**src/rtl/aes_pkg.sv**
```systemverilog
// aes_pkg
// Shared constants and helpers for the AES round-tail datapath.
//   STATE_W  : width of the AES-128 state
//   RED_POLY : low byte of the GF(2^8) reduction polynomial 0x11B
//   xtime    : multiply a byte by {02} in GF(2^8)
//   byte_msb : MSB position of the state byte at (row, col); byte k sits at
//              [127-8k -: 8] with row k%4 and column k/4
package aes_pkg;

    localparam int STATE_W = 128;
    localparam logic [7:0] RED_POLY = 8'h1B;

    function automatic logic [7:0] xtime(input logic [7:0] b);
        logic [7:0] red;
        if (b[7]) begin
            red = RED_POLY;
        end else begin
            red = 8'h00;
        end
        return {b[6:0], 1'b0} ^ red;
    endfunction

    function automatic int byte_msb(input int row, input int col);
        return 127 - 8 * (4 * col + row);
    endfunction

endpackage

```
**src/rtl/mix_column.sv**
```systemverilog
// mix_column
// Combinational MixColumns for one state column: multiplies the column by
// the {02,03,01,01} circulant matrix over GF(2^8).
//   col   : 32-bit input column, row 0 in [31:24]
//   mixed : 32-bit output column, same byte order
module mix_column
    import aes_pkg::*;
(
    input  logic [31:0] col,
    output logic [31:0] mixed
);

    logic [7:0] a0, a1, a2, a3;
    logic [7:0] x0, x1, x2, x3;

    assign a0 = col[31:24];
    assign a1 = col[23:16];
    assign a2 = col[15:8];
    assign a3 = col[7:0];

    assign x0 = xtime(a0);
    assign x1 = xtime(a1);
    assign x2 = xtime(a2);
    assign x3 = xtime(a3);

    // {03}*b is computed as xtime(b) ^ b
    assign mixed = {
        x0 ^ (x1 ^ a1) ^ a2 ^ a3,
        a0 ^ x1 ^ (x2 ^ a2) ^ a3,
        a0 ^ a1 ^ x2 ^ (x3 ^ a3),
        (x0 ^ a0) ^ a1 ^ a2 ^ x3
    };

endmodule

```
**src/rtl/aes_round_tail.sv**
```systemverilog
// aes_round_tail
// Registered AES-128 round tail: ShiftRows, MixColumns (bypassed when
// in_last is set) and AddRoundKey on one 128-bit state per beat, with
// valid/ready handshakes on both sides and full throughput.
// Optional build macro MIXCOL_PIPE_EN adds a register after
// ShiftRows/MixColumns (latency 2, holds 2 beats); default latency is 1.
// Ports:
//   clk, rst                   : clock, synchronous active-high reset
//   in_valid/in_ready          : input handshake
//   in_data, in_key            : SubBytes output and round key
//   in_last, in_tag            : final-round flag and sideband tag
//   out_valid/out_ready        : output handshake
//   out_data, out_last, out_tag: registered result and sideband
module aes_round_tail
    import aes_pkg::*;
#(
    parameter int TAG_W = 4
) (
    input  logic               clk,
    input  logic               rst,
    input  logic               in_valid,
    output logic               in_ready,
    input  logic [127:0]       in_data,
    input  logic [127:0]       in_key,
    input  logic               in_last,
    input  logic [TAG_W-1:0]   in_tag,
    output logic               out_valid,
    input  logic               out_ready,
    output logic [127:0]       out_data,
    output logic               out_last,
    output logic [TAG_W-1:0]   out_tag
);

    logic [STATE_W-1:0] sr_state;
    logic [STATE_W-1:0] mc_state;
    logic [STATE_W-1:0] round_state;

    // ShiftRows: destination (r, c) takes source (r, (c + r) mod 4)
    for (genvar c = 0; c < 4; c++) begin : g_sr_col
        for (genvar r = 0; r < 4; r++) begin : g_sr_row
            localparam int DST = byte_msb(r, c);
            localparam int SRC = byte_msb(r, (c + r) % 4);
            assign sr_state[DST -: 8] = in_data[SRC -: 8];
        end
    end

    for (genvar c = 0; c < 4; c++) begin : g_mc
        mix_column u_mix_column (
            .col   (sr_state[127 - 32 * c -: 32]),
            .mixed (mc_state[127 - 32 * c -: 32])
        );
    end

    // Select the final-round bypass of MixColumns
    always_comb begin
        round_state = mc_state;
        if (in_last) begin
            round_state = sr_state;
        end else begin
            round_state = mc_state;
        end
    end

`ifdef MIXCOL_PIPE_EN

    logic               s1_valid;
    logic [STATE_W-1:0] s1_state;
    logic [127:0]       s1_key;
    logic               s1_last;
    logic [TAG_W-1:0]   s1_tag;
    logic               s2_ready;

    assign s2_ready = !out_valid || out_ready;
    assign in_ready = !s1_valid || s2_ready;

    // Stage 1: hold the ShiftRows/MixColumns result and its key
    always_ff @(posedge clk) begin
        if (rst) begin
            s1_valid <= 1'b0;
            s1_state <= {STATE_W{1'b0}};
            s1_key   <= 128'h0;
            s1_last  <= 1'b0;
            s1_tag   <= {TAG_W{1'b0}};
        end else if (in_ready) begin
            s1_valid <= in_valid;
            if (in_valid) begin
                s1_state <= round_state;
                s1_key   <= in_key;
                s1_last  <= in_last;
                s1_tag   <= in_tag;
            end
        end
    end

    // Stage 2: AddRoundKey into the output register
    always_ff @(posedge clk) begin
        if (rst) begin
            out_valid <= 1'b0;
            out_data  <= 128'h0;
            out_last  <= 1'b0;
            out_tag   <= {TAG_W{1'b0}};
        end else if (s2_ready) begin
            out_valid <= s1_valid;
            if (s1_valid) begin
                out_data <= s1_state ^ s1_key;
                out_last <= s1_last;
                out_tag  <= s1_tag;
            end
        end
    end

`else

    // A full stage can still load when it is drained on the same edge
    assign in_ready = !out_valid || out_ready;

    // Single stage: AddRoundKey straight into the output register
    always_ff @(posedge clk) begin
        if (rst) begin
            out_valid <= 1'b0;
            out_data  <= 128'h0;
            out_last  <= 1'b0;
            out_tag   <= {TAG_W{1'b0}};
        end else if (in_ready) begin
            out_valid <= in_valid;
            if (in_valid) begin
                out_data <= round_state ^ in_key;
                out_last <= in_last;
                out_tag  <= in_tag;
            end
        end
    end

`endif

endmodule

```
**config.mk**
```make
export PLATFORM = sky130hd
export DESIGN_NAME = aes_round_tail
export DESIGN_NICKNAME = d
export VERILOG_FILES = /design/src/rtl/aes_pkg.sv /design/src/rtl/mix_column.sv /design/src/rtl/aes_round_tail.sv
export SDC_FILE = /design/constraint.sdc
export NUM_CORES = 1
export LEC_CHECK = 0
export BUFFER_PORTS_ARGS = -buffer_cell sky130_fd_sc_hd__buf_2
export CORE_AREA = 3 3 157 159
export DETAILED_ROUTE_END_ITERATION = 12
export DIE_AREA = 0 0 160 162
export HOLD_SLACK_MARGIN = 0.08
export MAX_ROUTING_LAYER = met4
export PLACE_DENSITY = 0.76
export SLEW_MARGIN = 20
export SYNTH_ARGS = -nofsm -noshare
export SYNTH_HDL_FRONTEND = slang
export SYNTH_SLANG_ARGS = --single-unit
```
**constraint.sdc**
```tcl
create_clock -name clk -period 1.8 [get_ports clk]
set_input_delay 0 -clock clk [delete_from_list [all_inputs] [get_ports clk]]
set_output_delay 0 -clock clk [all_outputs]
set_load 0.005 [all_outputs]
```
# Yosys cells after proc, flatten, opt, wreduce, memory -nomap -nowiden
# Index checks and enable logic that the tools add are counted.
op_classes:
  mux: 17
  n_bitwise: 81
  n_reduce_logical: 3
ops:
  columns: ["op", "n"]
  rows:
  - ["$xor A8 B8 Y8", 64]
  - ["$mux W128", 1]
  - ["$xor A128 B128 Y128", 1]
  - ["$xor A8 B5 Y8", 16]
  - ["$mux W5", 16]
  - ["$reduce_and A2 Y1", 1]
  - ["$logic_not A1 Y1", 1]
  - ["$logic_or A1 B1 Y1", 1]
word_totals:
  reg_bits: 134
  in_bits: 265
  output_inout_bits: 135
  elab_cells: 105

# Depth between registers and ports, before layout
# Gate-level depths: netlist (run 1).
logic_depth:
  ltp_word: 8
  ltp_mapped: 8
  depth_no_buf: 5

# Hierarchy
# A second synthesis (run 1) with hierarchy kept.
unflattened:
  hier_cells: 899
  hier_area_um2: 12057.8
by_module_without_submodules:
  columns: ["mod", "instances", "cells_each", "area_per_inst_um2", "seq_area_each_um2"]
  rows:
  - ["aes_round_tail", 1, 583, 6827.8, 2682.6]
  - ["mix_column", 4, 79, 1307.5, 0.0]

# Worst setup path after synthesis (run 1)
# Ideal clock, no wire load.
synth_timing:
  path_type: "register to register"
  start: "register out_valid"
  end: "register out_data[4]"
  setup_time_ns: 0.134
  t_arrival_ns: 1.378
  t_required_ns: 1.666
  setup_slack_ns: 0.288
  stages_incl_launch_ff: 8
  path_buffers: 2
  synth_period_minus_slack_ns: 1.512
  cell_sequence: "dfxtp_1 > nand2b_4 > nand2_1 > clkbuf_1 > buf_1 > nor3_1 > a21oi_1 > o22ai_1"
synth_between:
  elab_chain_len: 3
synth_rtl:
  columns: ["item", "line_no", "source"]
  rows:
  - ["start, declared", "aes_round_tail.sv:27", "output logic out_valid,"]
  - ["start signal, assigned", "aes_round_tail.sv:125", "out_valid <= in_valid;"]
  - ["$logic_not A1 Y1", "aes_round_tail.sv:115", "assign in_ready = !out_valid || out_ready;"]
  - ["$logic_or A1 B1 Y1", "aes_round_tail.sv:115", null]
  - ["via in_ready", "aes_round_tail.sv:22", "output logic in_ready,"]
  - ["$reduce_and A2 Y1 (no line)", null, null]
  - ["end signal, assigned", "aes_round_tail.sv:127", "out_data <= round_state ^ in_key;"]
  - ["end, declared", "aes_round_tail.sv:29", "output logic [127:0] out_data,"]
# The timed path passes the listed nets, and every way through them passes these cells.
# A chain may end at the register's enable or synchronous reset.

# Worst setup path in the final report (run 1)
layout_timing:
  start: "register out_valid"
  end: "register out_data[26]"
layout_between:
  elab_chain_len: 3
layout_rtl:
  columns: ["item", "line_no"]
  rows:
  - ["$logic_not A1 Y1", "aes_round_tail.sv:115"]
  - ["$logic_or A1 B1 Y1", "aes_round_tail.sv:115"]
  - ["$reduce_and A2 Y1 (no line)", null]
# Every way passes these cells.

==> results.json, run 1 <==
{
  "synth.area.top_cells": "xnor2_1 37%, dfxtp_1 24%, xor2_1 16%, a22oi_1 6.6%, o21ai_0 4.1%",
  "slew_headroom_pct": 63.7,
  "path_buf_inv": 1,
  "crit_chain": "nand2b_4 -> nor3b_4 -> nand2_4 -> buf_12 -> o21ai_0",
  "fin_setup_tns_ns": 0,
  "fp.dieW_um": 160,
  "via_count": 11363,
  "rsz0062_at_grt": "no",
  "swShare_pct": 33.0,
  "hold_violations": 0,
  "synth_top_cell_by_area": "xnor2_1",
  "drt_iter0_drc": 956,
  "first_global_vias": 12316,
  "ys_async_sr_fraction_pct": 0,
  "firstDrtPassIters": 5,
  "status": "finished clean",
  "synth-xor-area-share_pct": 54.3,
  "yosysWarnings": 0,
  "cts-root-buf": "clkbuf_16",
  "num_io_pins": 400,
  "synth_seq_cells": 134,
  "seqPwrFrac_pct": 28.6,
  "tightest_slew_ns": 0.541,
  "ys_types": 35,
  "htreeDepth": 4,
  "worstPathMaxFanout": 42,
  "met2_length_um": 20700,
  "drc": 0,
  "syn2layout_area_growth_pct": 47.4,
  "vdd_drop_max_mv": 0.577,
  "synth_top_family_by_area": "XOR/XNOR gates",
  "nFillCells": 1694,
  "synthSimpleGateAreaFrac_pct": 4.29,
  "yosysSeqAreaShare_pct": 24.1,
  "final_layout_size_suffix_gt1_share_pct": 25.2,
  "grt_pass1_wl_um": 64700,
  "fp-row-count": 56,
  "dieArea_um2": 25900,
  "drt-wirelength-per-cell_um": 18.9,
  "clock_skew_ns": 0.00948,
  "hold_path.class": "primary input to flop",
  "critical_path_required_ns": 2.08,
  "fmax_mhz": 594,
  "die_h_um": 162,
  "clk_latency_ns": 0.41,
  "cts_sinks": 134,
  "syn-mean-instance-area_um2": 8.99,
  "synth-compound-area-share_pct": 13.6,
  "finalSetupViolations": 0,
  "fin_util_pct": 70.0,
  "grt_max_degree": 44,
  "min_period_ns": 1.68,
  "seq_area_um2": 2680,
  "synth_edf_count": 0,
  "synth_commonest_cells": "465 x xnor2_1, 207 x xor2_1, 134 x dfxtp_1, 97 x a22oi_1, 90 x o21ai_0",
  "met3_wirelength_um": 2350,
  "synth_nets": 1501,
  "routed.top_layer": "met4",
  "slowest_delay_ns": 0.33,
  "p_int_uw": 8280,
  "nNetsFinal": 2095,
  "yosysTopAreaCellShare_pct": 36.6,
  "whs_ns": 0.0952,
  "core_area_um2": 23400,
  "leakage_uw": 0.00667,
  "power_density_nw_per_um2": 754,
  "drtAntennaViolNets": 0,
  "netlist_instances": 1236,
  "report.final.slew_viol_count": 0,
  "place_congestion": 0.924,
  "clock_path_buffers": 2,
  "muxShareOfSynthArea_pct": 0,
  "multi_input_area_um2": 8060,
  "maxCapViolCount": 0,
  "p_comb_share_pct": 41.1,
  "vias_per_cell": 5.25,
  "dp_hpwl_um": 26500,
  "startpoint_type": "flop",
  "pwr-share-clk_pct": 30.4,
  "period_share_pct": 93.6,
  "cp.arrival_ns": 1.97,
  "yosysMostFrequentCell": "xnor2_1",
  "cp-end-kind": "flop",
  "wl_um": 41000,
  "initial_utilization_pct": 47.5,
  "cts-buffers-inserted": 17,
  "synthAdderAreaFrac_pct": 0,
  "routedLengthMet1_um": 15800,
  "syn_area_um2": 11100,
  "critical_path_class": "flop to flop",
  "critical_path.top_delay_family": "simple AND/OR/NAND/NOR gates",
  "cp_slowest_cell": "dfxtp_1",
  "cts_tree": "done",
  "grtUsageTotal_pct": 31.6,
  "io_buffers": 399,
  "antenna_found_initial": 3,
  "p_switching_uw": 4070,
  "synth-main-ff-cell": "dfxtp_1",
  "cts.clk_slew.worst_paths_ns": 0.06,
  "gr-total-overflow": 0
}
final timing paths:
check	from	end	slack [ns]	depth (start not counted)
worst min register to register	out_last$_SDFFE_PP0P_	out_last$_SDFFE_PP0P_	0.45	2
worst max register to register	out_valid$_SDFFE_PP0N_	out_data[26]$_SDFFE_PP0P_	0.12	5
worst max-delay path	out_valid$_SDFFE_PP0N_	out_data[26]$_SDFFE_PP0P_	0.12	5
worst min-delay path	in_key[115]	out_data[115]$_SDFFE_PP0P_	0.1	3
tightest hold or removal path, cell delays in order:
cell and delay (ns):
buf_2 0.13, nor3b_1 0.06, a221o_1 0.25
layer usage:
layer | vias to the layer above | global-route usage, %
met1 | 5358 | 34.9
met3 | 167 | 4.97
met4 | 0 | 16.7
met5 | - | -
li1 | 5274 | -
met2 | 564 | 55.1
cell families after synthesis:
kind of cell           after synthesis
XOR/XNOR                           680
buffers and inverters               84
AO/OA/AOI/OAI                      242
flip-flops                         134
AND/OR/NAND/NOR                     96
flip-flops by register name, indices dropped and copies added, names as in the netlist:
signal / cells
out_last: 1
out_tag: 4
out_valid: 1
out_data: 128
power groups by stage:
stage	clock (µW)	combinational [µW]	sequential, µW
2_1_floorplan	0	2950	3580
3_3_place_gp	0	4280	3560
3_5_place_dp	0	4370	3570
4_1_cts	3800	4920	3510
5_1_grt	3920	5460	3560
6_report	3750	5070	3530
stage by stage:
step | area [µm²] | instances | worst slack, ns | total power [µW]
final | 16400 | 2164 | 0.116 | 12400
after global routing | 16400 | 2164 | 0.0805 | 12900
after CTS | 16300 | 2158 | 0.139 | 12200
after detailed placement | 13300 | 1889 | 0.00869 | 7930
after global placement | 13300 | 1889 | 0.0841 | 7840
after floorplan | 11100 | 1236 | 0.288 | 6530
area by class of cell:
class | instances | area share, %
multi-input combinational | 1018 | 49.2
sequential | 134 | 16.4
inverter | 2 | 0.0458
clock buffer | 20 | 2.85
antenna | 3 | 0.0458
tap | 319 | 2.44
timing repair buffer | 657 | 28.1
clock inverter | 11 | 0.909
placed cells by master, fill, tap and decap left out, types with 2 or more instances in the layout:
| cell | count |
|---|---|
| xnor2_1 | 464 |
| buf_2 | 399 |
| dlygate4sd3_1 | 239 |
| xor2_1 | 207 |
| dfxtp_1 | 134 |
| a22oi_1 | 97 |
| o21ai_0 | 90 |
| nand2_1 | 53 |
| nand3_1 | 19 |
| a31oi_1 | 18 |
| clkbuf_16 | 17 |
| buf_4 | 13 |
| o21ai_1 | 12 |
| a21oi_1 | 12 |
| buf_12 | 6 |
| xnor2_2 | 5 |
| nor3_1 | 5 |
| o22ai_1 | 5 |
| nand3b_1 | 5 |
| nor3b_1 | 5 |
| a221o_1 | 5 |
| diode_2 | 3 |
| clkbuf_8 | 3 |
| bufinv_16 | 3 |
| clkinvlp_4 | 3 |
| inv_1 | 2 |
| o211ai_1 | 2 |
| xnor3_1 | 2 |
| clkinv_4 | 2 |
| clkinv_2 | 2 |
what timing repair did:
| item | in CTS | in global routing |
|---|---|---|
| resized for setup | 1 | 1 |
| endpoints found under the setup margin | 1 | 2 |
| setup buffers | 0 | 2 |
| hold endpoints to repair | 126 | 1 |
| hold buffers | 238 | 1 |
Power figures use the tool's default switching activity.
==> run 2, diff against run 1 <==
==> constraint.sdc (replaced) <==
create_clock -name clk -period 1.8 [get_ports clk]
set_input_delay 0.27 -clock clk [delete_from_list [all_inputs] [get_ports clk]]
set_output_delay 0.27 -clock clk [all_outputs]
set_load 0.005 [all_outputs]
==> results.json, run 2 (synthesis results as in run 1) <==
{
  "first_global_vias": 10188,
  "io_buffers": 399,
  "gr-total-overflow": 0,
  "clock_path_buffers": 2,
  "seqPwrFrac_pct": 30.5,
  "syn2layout_area_growth_pct": 26.3,
  "fmax_mhz": 631,
  "via_count": 9989,
  "final_cell_mix": "465 x xnor2_1, 399 x buf_2, 207 x xor2_1",
  "whs_ns": 0.104,
  "routedLengthMet1_um": 14200,
  "antennaDiodeCount": 0,
  "slew_headroom_pct": 65.8,
  "dp_hpwl_um": 26800,
  "p_int_uw": 7760,
  "vdd_drop_max_mv": 0.379,
  "critical_path_required_ns": 2.14,
  "status": "finished clean",
  "critical_path_class": "flop to flop",
  "core_area_um2": 23400,
  "cts-buffers-inserted": 17,
  "hp-start": "in_tag[0]",
  "firstDrtPassIters": 5,
  "hold_path.class": "primary input to flop",
  "fin_util_pct": 60.0,
  "drc": 0,
  "cp_slowest_cell": "dfxtp_1",
  "final_cell_area_um2": 14000,
  "die_h_um": 162,
  "crit_path_start": "out_valid$_SDFFE_PP0N_",
  "fp.dieW_um": 160,
  "cts_tree": "done",
  "wl_um": 34000,
  "num_io_pins": 400,
  "power_density_nw_per_um2": 821,
  "drt-wirelength-per-cell_um": 17.6,
  "drtAntennaViolNets": 0,
  "leakage_uw": 0.00569,
  "final_common_cell": "xnor2_1",
  "maxCapViolCount": 0,
  "routed.top_layer": "met4",
  "min_period_ns": 1.58,
  "tightest_slew_ns": 0.509,
  "cp.arrival_ns": 1.93,
  "grt_pass1_wl_um": 53300,
  "cts-root-buf": "clkbuf_16",
  "crit_chain": "nand2b_4 -> buf_4 -> nand2_2 -> nor3_4 -> buf_12 -> a22oi_1 -> o21ai_0",
  "grtUsageTotal_pct": 25.9,
  "clk_latency_ns": 0.41,
  "finalSetupViolations": 0,
  "top_register": "out_data",
  "hold_violations": 0,
  "nFillCells": 2126,
  "fin_setup_tns_ns": 0,
  "cts.clk_slew.worst_paths_ns": 0.07,
  "p_comb_share_pct": 38.1,
  "worstReg2RegStart": "out_valid$_SDFFE_PP0N_",
  "dpl_cell_area_um2": 13400,
  "worstPathMaxFanout": 50,
  "cp-end-kind": "flop",
  "startpoint_type": "flop",
  "initial_utilization_pct": 47.5,
  "period_share_pct": 88.0,
  "antenna_found_initial": 0,
  "drt_iter0_drc": 642,
  "report.final.slew_viol_count": 0,
  "pwr-share-clk_pct": 31.4,
  "largest_reg_flops": 128,
  "dieArea_um2": 25900,
  "place_congestion": 0.927,
  "rsz0062_at_grt": "no",
  "clock_skew_ns": 0.00982,
  "vias_per_cell": 5.18,
  "final_layout_size_suffix_gt1_share_pct": 29.0,
  "slowest_delay_ns": 0.33,
  "met3_wirelength_um": 1960,
  "nNetsFinal": 1864,
  "cts_sinks": 134,
  "p_switching_uw": 3780,
  "swShare_pct": 32.7,
  "top_regs": "out_data: 128 flops, out_tag: 4 flops",
  "fp-row-count": 56,
  "grt_max_degree": 62,
  "met2_length_um": 17000,
  "htreeDepth": 4
}
## run 2: repair_timing
item | 4_1_cts | 5_1_grt
setup buffers | 0 | 0
setup endpoints to repair | 0 | 8
hold endpoints to repair | 3 | 0
hold buffers | 3 | 0
resized for setup | 0 | 1
## run 2: final timing paths
| check | to | slack, ns | depth (start not counted) |
|---|---|---|---|
| worst min-delay path | out_tag[0]$_SDFFE_PP0P_ | 0.10 | 3 |
| worst max-delay path | out_data[78]$_SDFFE_PP0P_ | 0.22 | 7 |
| worst max register to register | out_data[78]$_SDFFE_PP0P_ | 0.22 | 7 |
| worst min register to register | out_data[57]$_SDFFE_PP0P_ | 0.45 | 2 |
## run 2: cell type report
cell class | instances | area [µm²] | share of cell area (%)
well taps | 319 | 399 | 2.84
inverters | 2 | 7.51 | 0.0535
flip-flops and latches | 134 | 2680 | 19.1
repair buffers | 426 | 2290 | 16.3
clock inverters | 12 | 155 | 1.11
multi-input cells | 1018 | 8060 | 57.4
clock buffers | 19 | 443 | 3.16
## run 2: per-layer routing
layer	vias up	global-route usage, %
met1	4733	31.3
met4	0	8.52
li1	4806	-
met3	68	4.72
met2	382	44.1
met5	-	-
## run 2: power by group through the flow
stage / sequential [µW] / combinational, µW / clock [µW]
after floorplan: 3580 / 2950 / 0
final: 3510 / 4390 / 3630
after global routing: 3550 / 4790 / 3840
after global placement: 3560 / 4300 / 0
after detailed placement: 3560 / 4400 / 0
after CTS: 3510 / 4420 / 3720
## run 2: metrics by stage
| step | setup WS, ns | instances | total power [µW] |
|---|---|---|---|
| after detailed placement | -0.0163 | 1896 | 7960 |
| after floorplan | 0.225 | 1236 | 6530 |
| after CTS | 0.0350 | 1930 | 11600 |
| after global placement | 0.0821 | 1896 | 7860 |
| final | 0.216 | 1930 | 11500 |
| after global routing | 0.0777 | 1930 | 12200 |
## run 2: critical path: cells and delay by family, from the launching register on
family	cells	cell delay, ns
AND/OR/NAND/NOR	3	0.51
buffers and inverters	2	0.40
flip-flops	1	0.33
AO/OA/AOI/OAI	2	0.20
